--- src/rtl/seq_mon_pkg.sv ---
// Shared constants for the sequence monitor: code values, error causes, state encoding.
// Latency: n/a (constants and a pure helper function only).
// Backpressure: n/a.
package seq_mon_pkg;

  // Legal codes emitted by the upstream sequence FSM.
  localparam logic [2:0] CODE_0 = 3'd0;
  localparam logic [2:0] CODE_2 = 3'd2;
  localparam logic [2:0] CODE_3 = 3'd3;
  localparam logic [2:0] CODE_4 = 3'd4;
  localparam logic [2:0] CODE_5 = 3'd5;

  // Error causes reported on err_code.
  localparam logic [1:0] ERR_NONE  = 2'b00;
  localparam logic [1:0] ERR_CODE  = 2'b01;  // code outside the legal set
  localparam logic [1:0] ERR_TRANS = 2'b10;  // illegal prev->current pair
  localparam logic [1:0] ERR_PRED  = 2'b11;  // legal pair, wrong branch taken

  // Monitor state encoding.
  localparam logic [1:0] ST_IDLE  = 2'd0;
  localparam logic [1:0] ST_TRACK = 2'd1;
  localparam logic [1:0] ST_ERROR = 2'd2;

  function automatic logic is_legal_code(input logic [2:0] c);
    return (c == CODE_0) || (c == CODE_2) || (c == CODE_3) ||
           (c == CODE_4) || (c == CODE_5);
  endfunction

endpackage

--- src/rtl/seq_mon_next.sv ---
// Transition table: legality of prev->s and the code the upstream FSM should emit next.
// Latency: purely combinational.
// Backpressure: none.
// Ports: prev (last sampled code), a (branch input seen with prev), s (current
//        sample) -> legal (prev->s allowed), pred (expected s given prev and a).
module seq_mon_next
  import seq_mon_pkg::*;
(
  input  logic [2:0] prev,
  input  logic       a,
  input  logic [2:0] s,
  output logic       legal,
  output logic [2:0] pred
);

  always_comb begin
    legal = 1'b0;
    pred  = CODE_0;
    case (prev)
      CODE_0: begin
        legal = (s == CODE_3);
        pred  = CODE_3;
      end
      CODE_3: begin
        legal = (s == CODE_5) || (s == CODE_2);
        pred  = a ? CODE_5 : CODE_2;
      end
      CODE_5: begin
        legal = (s == CODE_2);
        pred  = CODE_2;
      end
      CODE_2: begin
        legal = (s == CODE_4);
        pred  = CODE_4;
      end
      CODE_4: begin
        legal = (s == CODE_3) || (s == CODE_0);
        pred  = a ? CODE_3 : CODE_0;
      end
      default: begin
        legal = 1'b0;
        pred  = CODE_0;
      end
    endcase
  end

endmodule

--- src/rtl/seq_monitor.sv ---
// Watches the code stream of the upstream sequence FSM, flags the first illegal
// code/transition (sticky) and counts completed 4->0 loops (saturating).
// Latency: all outputs registered, visible one clk edge after the sample. Backpressure: none.
// Ports: clk, reset (async active-low), saida (code stream), a (upstream branch
//        input), clr (sync clear) -> err, err_code, loops[CNT_W], prev.
// Build option: define SEQ_MON_PRED_EN to also check that the branch taken out of
// codes 3 and 4 matches the a value seen on the previous edge (err_code 11).
module seq_monitor
  import seq_mon_pkg::*;
#(
  parameter int CNT_W = 8
) (
  input  logic             clk,
  input  logic             reset,
  input  logic [2:0]       saida,
  input  logic             a,
  input  logic             clr,
  output logic             err,
  output logic [1:0]       err_code,
  output logic [CNT_W-1:0] loops,
  output logic [2:0]       prev
);

`ifdef SEQ_MON_PRED_EN
  localparam bit PRED_EN = 1'b1;
`else
  localparam bit PRED_EN = 1'b0;
`endif

  logic [1:0] state;
  // a from the edge that sampled prev: the upstream FSM chose the current code with it.
  logic       a_q;
  logic       legal_trans;
  logic [2:0] pred;
  logic       pred_miss;

  seq_mon_next u_next (
    .prev  (prev),
    .a     (a_q),
    .s     (saida),
    .legal (legal_trans),
    .pred  (pred)
  );

  assign pred_miss = PRED_EN && (saida != pred);

  always_ff @(posedge clk or negedge reset) begin
    if (!reset) begin
      state    <= ST_IDLE;
      err      <= 1'b0;
      err_code <= ERR_NONE;
      loops    <= '0;
      prev     <= CODE_0;
      a_q      <= 1'b0;
    end else begin
      // prev tracks the stream in every state, including ERROR.
      prev <= saida;
      a_q  <= a;
      if (clr) begin
        // clr wins over any error seen on the same edge.
        err      <= 1'b0;
        err_code <= ERR_NONE;
        loops    <= '0;
        state    <= is_legal_code(saida) ? ST_TRACK : ST_IDLE;
      end else begin
        case (state)
          ST_IDLE: begin
            if (saida == CODE_0) begin
              state <= ST_TRACK;
            end else begin
              state    <= ST_ERROR;
              err      <= 1'b1;
              err_code <= is_legal_code(saida) ? ERR_TRANS : ERR_CODE;
            end
          end
          ST_TRACK: begin
            if (!is_legal_code(saida)) begin
              state    <= ST_ERROR;
              err      <= 1'b1;
              err_code <= ERR_CODE;
            end else if (!legal_trans) begin
              state    <= ST_ERROR;
              err      <= 1'b1;
              err_code <= ERR_TRANS;
            end else if (pred_miss) begin
              state    <= ST_ERROR;
              err      <= 1'b1;
              err_code <= ERR_PRED;
            end else if ((prev == CODE_4) && (saida == CODE_0) && (loops != '1)) begin
              loops <= loops + CNT_W'(1);
            end
          end
          ST_ERROR: begin
            // Frozen until clr or reset; first cause is kept.
          end
          default: state <= ST_IDLE;
        endcase
      end
    end
  end

endmodule

--- config.mk ---
export PLATFORM = sky130hd
export DESIGN_NAME = seq_monitor
export DESIGN_NICKNAME = d
export VERILOG_FILES = /design/src/rtl/seq_mon_pkg.sv /design/src/rtl/seq_mon_next.sv /design/src/rtl/seq_monitor.sv
export SDC_FILE = /design/constraint.sdc
export NUM_CORES = 1
export LEC_CHECK = 0
export BUFFER_PORTS_ARGS = -buffer_cell sky130_fd_sc_hd__clkbuf_2
export CORE_MARGIN = 2
export CORE_UTILIZATION = 46
export DETAILED_ROUTE_END_ITERATION = 7
export PLACE_DENSITY = 0.72
export SKIP_LAST_GASP = 1
export SLEW_MARGIN = 20
export SYNTH_ARGS = -nofsm -noshare
export SYNTH_HDL_FRONTEND = slang
export SYNTH_SLANG_ARGS = --single-unit
--- constraint.sdc ---
create_clock -name clk -period 1.6 [get_ports clk]
set_clock_uncertainty 0.1 [all_clocks]
set_input_delay 0.08 -clock clk [delete_from_list [all_inputs] [get_ports clk]]
set_output_delay 0.08 -clock clk [all_outputs]
set_load 0.05 [all_outputs]
==> results of run 1 <==
layer usage:
metal	GRT usage, %	wire length (um)
met5	0	0
met4	12.22	29
met3	2.308	38
met2	29.86	972
met1	26.60	861
critical path, cell delays in order, from the launching register on:
cell and delay [ps]:
dfrtp_2 450, nor4_4 350, o2111ai_4 220, or3_4 370, a21oi_2 150
where the power goes:
group | internal (mW) | leakage (nW) | switching, mW
Combinational | 0.0566 | 0.260 | 0.100
Sequential | 0.420 | 0.195 | 0.0171
Clock | 0.0966 | 0.0150 | 0.122
Total | 0.573 | 0.471 | 0.239
placed cells by master (no fill, tap or decap), types with 2 or more instances in the layout:
cell type       n
clkbuf_2       19
nor2_1         12
dfrtp_2        10
buf_4           8
dfrtp_1         6
xnor2_1         5
inv_1           5
nor2b_1         4
nor3_2          3
nand2_1         3
clkbuf_4        3
nand3_1         2
nand4_1         2
nand3_2         2
nor4_4          2
xor2_1          2
o21ai_1         2
a21oi_2         2
dlygate4sd3_1   2
stage by stage:
stage | worst slack [ps] | setup TNS (ps) | hold WS [ps] | cells
detailed placement | -87.05 | -259.5 | -68.09 | 132
finish | -111.3 | -554.7 | -71.41 | 141
CTS | -49.50 | -232.4 | -128.3 | 139
global placement | -20.23 | -33.01 | -71.94 | 132
floorplan | -135.8 | -589.1 | -315.6 | 83
global route | -182.2 | -1768 | -78.01 | 141
cell type report:
| type | count | area share [%] |
|---|---|---|
| Clock buffer | 4 | 2.185 |
| Inverter | 5 | 1.561 |
| Multi-Input combinational cell | 61 | 43.81 |
| Sequential cell | 16 | 34.34 |
| Tap cell | 25 | 2.601 |
| Timing Repair Buffer | 30 | 15.50 |
logic make-up after synthesis:
| group | synth area share (%) |
|---|---|
| multiplexers | 2.482 |
| adder cells (fa/ha/maj) | 1.460 |
| flip-flops | 46.71 |
| buffers and inverters | 3.212 |
| XOR/XNOR | 8.176 |
| AO/OA/AOI/OAI | 13.58 |
| AND/OR/NAND/NOR | 24.38 |
registers in the layout (all words and copies together) (netlist names):
| register | cells |
|---|---|
| loops | 8 |
| prev | 3 |
| err_code | 2 |
| state | 2 |
| err | 1 |
path summary, 6_finish.rpt:
path	to	slack [ps]	cells past startpoint
worst min-delay path	prev[2]	-70	1
min in group asynchronous	loops[6]	150	2
max in group asynchronous	prev[1]	940	2
worst max-delay path	loops[3]	-110	4
worst max register to register	loops[3]	-110	4
worst min register to register	state[1]	430	1
timing repair:
item                                    in CTS  in global routing
gates resized for setup                      6                 12
pin swaps                                    7                  9
hold endpoints to repair                    18                  2
endpoints found under the setup margin      10                 13
cloned                                       0                  0
hold buffers                                 1                  1
setup buffers                                2                  1
==> impl_metrics.yaml, run 1 <==
run_status:
  status: "finished, violations left"
  violations: "hold timing, setup timing"
global_route:
  grt_pass1_wl_um: 3036
  gr-total-overflow: 0
  grt_max_degree: 17
  grt.total_usage_pct: 19.67
  first_global_vias: 724
  antenna_found_initial: 0
floorplanning:
  die_x_um: 47.17
  start_util_pct: 49.10
  dieArea_um2: 2225
  die_h_um: 47.17
  row_count: 15
  fp.coreArea_um2: 1745
  ios: 21
timing:
  tightest_slew_ps: 392.1
  relSlewSlack_pct: 73.86
  rsz0062_at_grt: "yes"
  post-route-period-util_pct: 107.0
  hold_viol: 1
  fin_hold_ws_ps: -71.41
  period_needed_ps: 1711
  setup_slack_ps: -111.3
  fmax_mhz: 584.4
  finalSetupViolations: 12
  maxSlewViolCount: 0
yosys:
  synth-main-ff-cell: "dfrtp_1"
  synth_edf_count: 0
  syn_area_um2: 857.1
  synth_cells: 83
  ys_types: 32
  synth.top_cell.area_share_pct: 46.72
  ys_seq_area_share_pct: 46.72
  yosysTopAreaCell: "dfrtp_1"
  async_reset_ff_share_pct: 100.0
  synth_warnings: 0
  syn-num-nets: 91
  synthTopCellsByArea: "dfrtp_1, xnor2_1, nor2_1"
  syn_area_per_cell_um2: 10.33
  yosysMostFrequentCell: "dfrtp_1"
  synth_common_cells: "dfrtp_1, nor2_1, xnor2_1, inv_1"
  ys_ff_latch: 16
final_layout:
  synthToLayoutAreaGrowth_pct: 40.29
  stdcell_area_um2: 1202
  nets: 125
  nFillCells: 140
  seqCellArea_um2: 412.9
  insertedDiodeCount: 0
  drive_gt1_share_pct: 53.45
  multi_input_area_um2: 526.8
  final_util_pct: 68.89
place:
  gp_congestion: 0.8416
  dpl_cell_area_um2: 1050
  hpwl_um: 1311
  io_buffers: 19
cts:
  cts-root-buf: "clkbuf_4"
  insertion_delay_ps: 280
  htree_levels: 1
  clock_sinks: 16
  cts_tree: "yes"
  cts_buffers: 3
  ctsLongestPathBuffers: 2
  path_clk_slew_ps: 90
critical_path:
  cp_max_fo: 5
  critPathKind: "register to register"
  arrival_ps: 1820
  start_kind: "register"
  cp.required_ps: 1710
  cp-end-kind: "register"
  crit_start: "prev[0]"
  reg2reg_from: "prev[0]"
flow_run:
  maxCapViolations: 0
detailed_routing:
  route.detailed.drc: 0
  drtPass1Iterations: 3
  routed_wl_um: 1901
  vias_per_cell: 5.199
  post_drt_wl_per_cell_um: 13.48
  first_iter_violations: 11
  via_count: 733
  drt.antenna.violating_nets: 0
worst_hold_path:
  min_from: "saida[2]"
  hold_class: "input port to register"
power_and_ir_drop:
  powerDensity_nw_per_um2: 675.6
  total_power_mw: 0.8124
  p_leak_nw: 0.4705
  vdd_ir_drop_max_mv: 0.5616
No activity file was read; power rests on OpenSTA's default activity.
==> run 2: changes to the inputs <==
--- a/config.mk
+++ b/config.mk
@@ -5,13 +5,15 @@
 export SDC_FILE = /design/constraint.sdc
 export NUM_CORES = 1
 export LEC_CHECK = 0
+export ABC_CLOCK_PERIOD_IN_PS = 1600
 export BUFFER_PORTS_ARGS = -buffer_cell sky130_fd_sc_hd__clkbuf_2
 export CORE_MARGIN = 2
-export CORE_UTILIZATION = 46
+export CORE_UTILIZATION = 47
 export DETAILED_ROUTE_END_ITERATION = 7
 export PLACE_DENSITY = 0.72
 export SKIP_LAST_GASP = 1
 export SLEW_MARGIN = 20
 export SYNTH_ARGS = -nofsm -noshare
 export SYNTH_HDL_FRONTEND = slang
+export SYNTH_HIERARCHICAL = 1
 export SYNTH_SLANG_ARGS = --single-unit
==> impl_metrics.yaml, run 2 <==
final_layout:
  largest_reg_flops: 8
  layout_common_cells: "buf_4, clkbuf_2, dfrtp_1"
  layout_commonest_cell: "buf_4"
  regMostFlops: "loops"
  final_util_pct: 80.28
  drive_gt1_share_pct: 56.74
  synthToLayoutAreaGrowth_pct: 58.10
  fin_cells: 166
  top_regs: "loops x8, prev x3"
  nets: 150
  insertedDiodeCount: 0
floorplanning:
  row_count: 15
  fp.coreArea_um2: 1764
  start_util_pct: 50.78
  ios: 21
  dieArea_um2: 2271
  die_h_um: 47.66
  die_x_um: 47.66
cts:
  cts_buffers: 3
  cts-root-buf: "clkbuf_4"
  clock_sinks: 16
  ctsLongestPathBuffers: 2
  cts_tree: "yes"
  insertion_delay_ps: 310
  htree_levels: 1
  path_clk_slew_ps: 110
power_and_ir_drop:
  vdd_ir_drop_max_mv: 0.4795
  p_leak_nw: 0.6640
  powerDensity_nw_per_um2: 612.4
critical_path:
  cp-end-kind: "register"
  worstRegToRegCells: 7
  critPathKind: "register to register"
  arrival_ps: 2120
  cp.required_ps: 1680
  start_kind: "register"
  cp_max_fo: 5
detailed_routing:
  via_count: 925
  drt.antenna.violating_nets: 0
  vias_per_cell: 5.572
  routed_wl_um: 2522
  route.detailed.drc: 0
  post_drt_wl_per_cell_um: 15.19
  first_iter_violations: 27
  drtPass1Iterations: 4
timing:
  maxSlewViolCount: 0
  period_needed_ps: 2042
  fin_setup_tns_ps: -4738
  setup_slack_ps: -441.7
  relSlewSlack_pct: 64.52
  post-route-period-util_pct: 127.6
  rsz0062_at_grt: "yes"
  fmax_mhz: 489.8
  hold_viol: 0
  finalSetupViolations: 13
  tightest_slew_ps: 527.3
global_route:
  antenna_found_initial: 0
  grt_pass1_wl_um: 3719
  first_global_vias: 845
  gr-total-overflow: 0
  grt_max_degree: 17
  use_met2_pct: 39.19
  gr-usage-met1_pct: 30.99
  grtUsageMet3_pct: 3.774
  grt_busiest_layer: "met2"
  grt.total_usage_pct: 24.34
yosys:
  syn_area_um2: 895.9
  synth_cells: 87
  syn-num-nets: 95
  synth_warnings: 6
  syn_area_per_cell_um2: 10.30
flow_run:
  maxCapViolations: 0
run_status:
  status: "finished, violations left"
  violations: "setup timing"
place:
  placedCellCount: 149
  pre_cts_ws_ps: -369.8
  gp_congestion: 0.8568
  hpwl_um: 1541
  io_buffers: 19
worst_hold_path:
  hold_class: "input port to asynchronous set/reset pin"
[run 2: final timing paths]
path | start | to | slack, ps
max | prev[2] | loops[6] | -440
min | reset | loops[5] | 100
max reg2reg | prev[2] | loops[6] | -440
min reg2reg | err_code[1] | err_code[1] | 430
max in group asynchronous | reset | loops[1] | 970
min in group clk | saida[1] | state[0] | 160
[run 2: power by group]
group | internal [mW] | switching (mW)
sequential | 0.420 | 0.0145
clock | 0.0974 | 0.140
combinational | 0.0800 | 0.115
[run 2: metal layers]
layer / wire, um / share of wire, %
met1: 1119 / 44
met5: 0 / 0
met3: 112 / 4.4
met2: 1210 / 48
met4: 79 / 3.1
[run 2: through the flow]
stage	hold WS [ps]	area (um^2)	power (mW)
finish	104.9	1416	0.8673
global placement	-79.42	1199	0.5958
CTS	126.6	1330	0.8498
detailed placement	-73.32	1199	0.5994
global route	147.8	1416	0.9004
floorplan	-315.6	933.4	0.5375
[run 2: repair_timing]
action,in CTS,in global routing
hold buffers,5,0
gates resized for setup,4,12
endpoints found under the setup margin,13,13
pin swaps,3,6
buffers inserted,4,3
endpoints found under the hold margin,24,0
gates cloned,1,0
[run 2: layout make-up]
type                       count  area, um^2
multi-input combinational     68       578.1
sequential                    16       409.1
timing repair buffer          50       360.3
fill                         122       347.8
tap                           25       31.28
clock buffer                   4       26.28
inverter                       3       11.26
[run 2: worst max-delay path: stages, from the launching register on]
cell and delay, ps:
dfrtp_2 440, and2b_1 210, a32oi_1 90, o22ai_1 160, and2_4 190, nand3_4 120, nor4_4 230, mux2_2 360
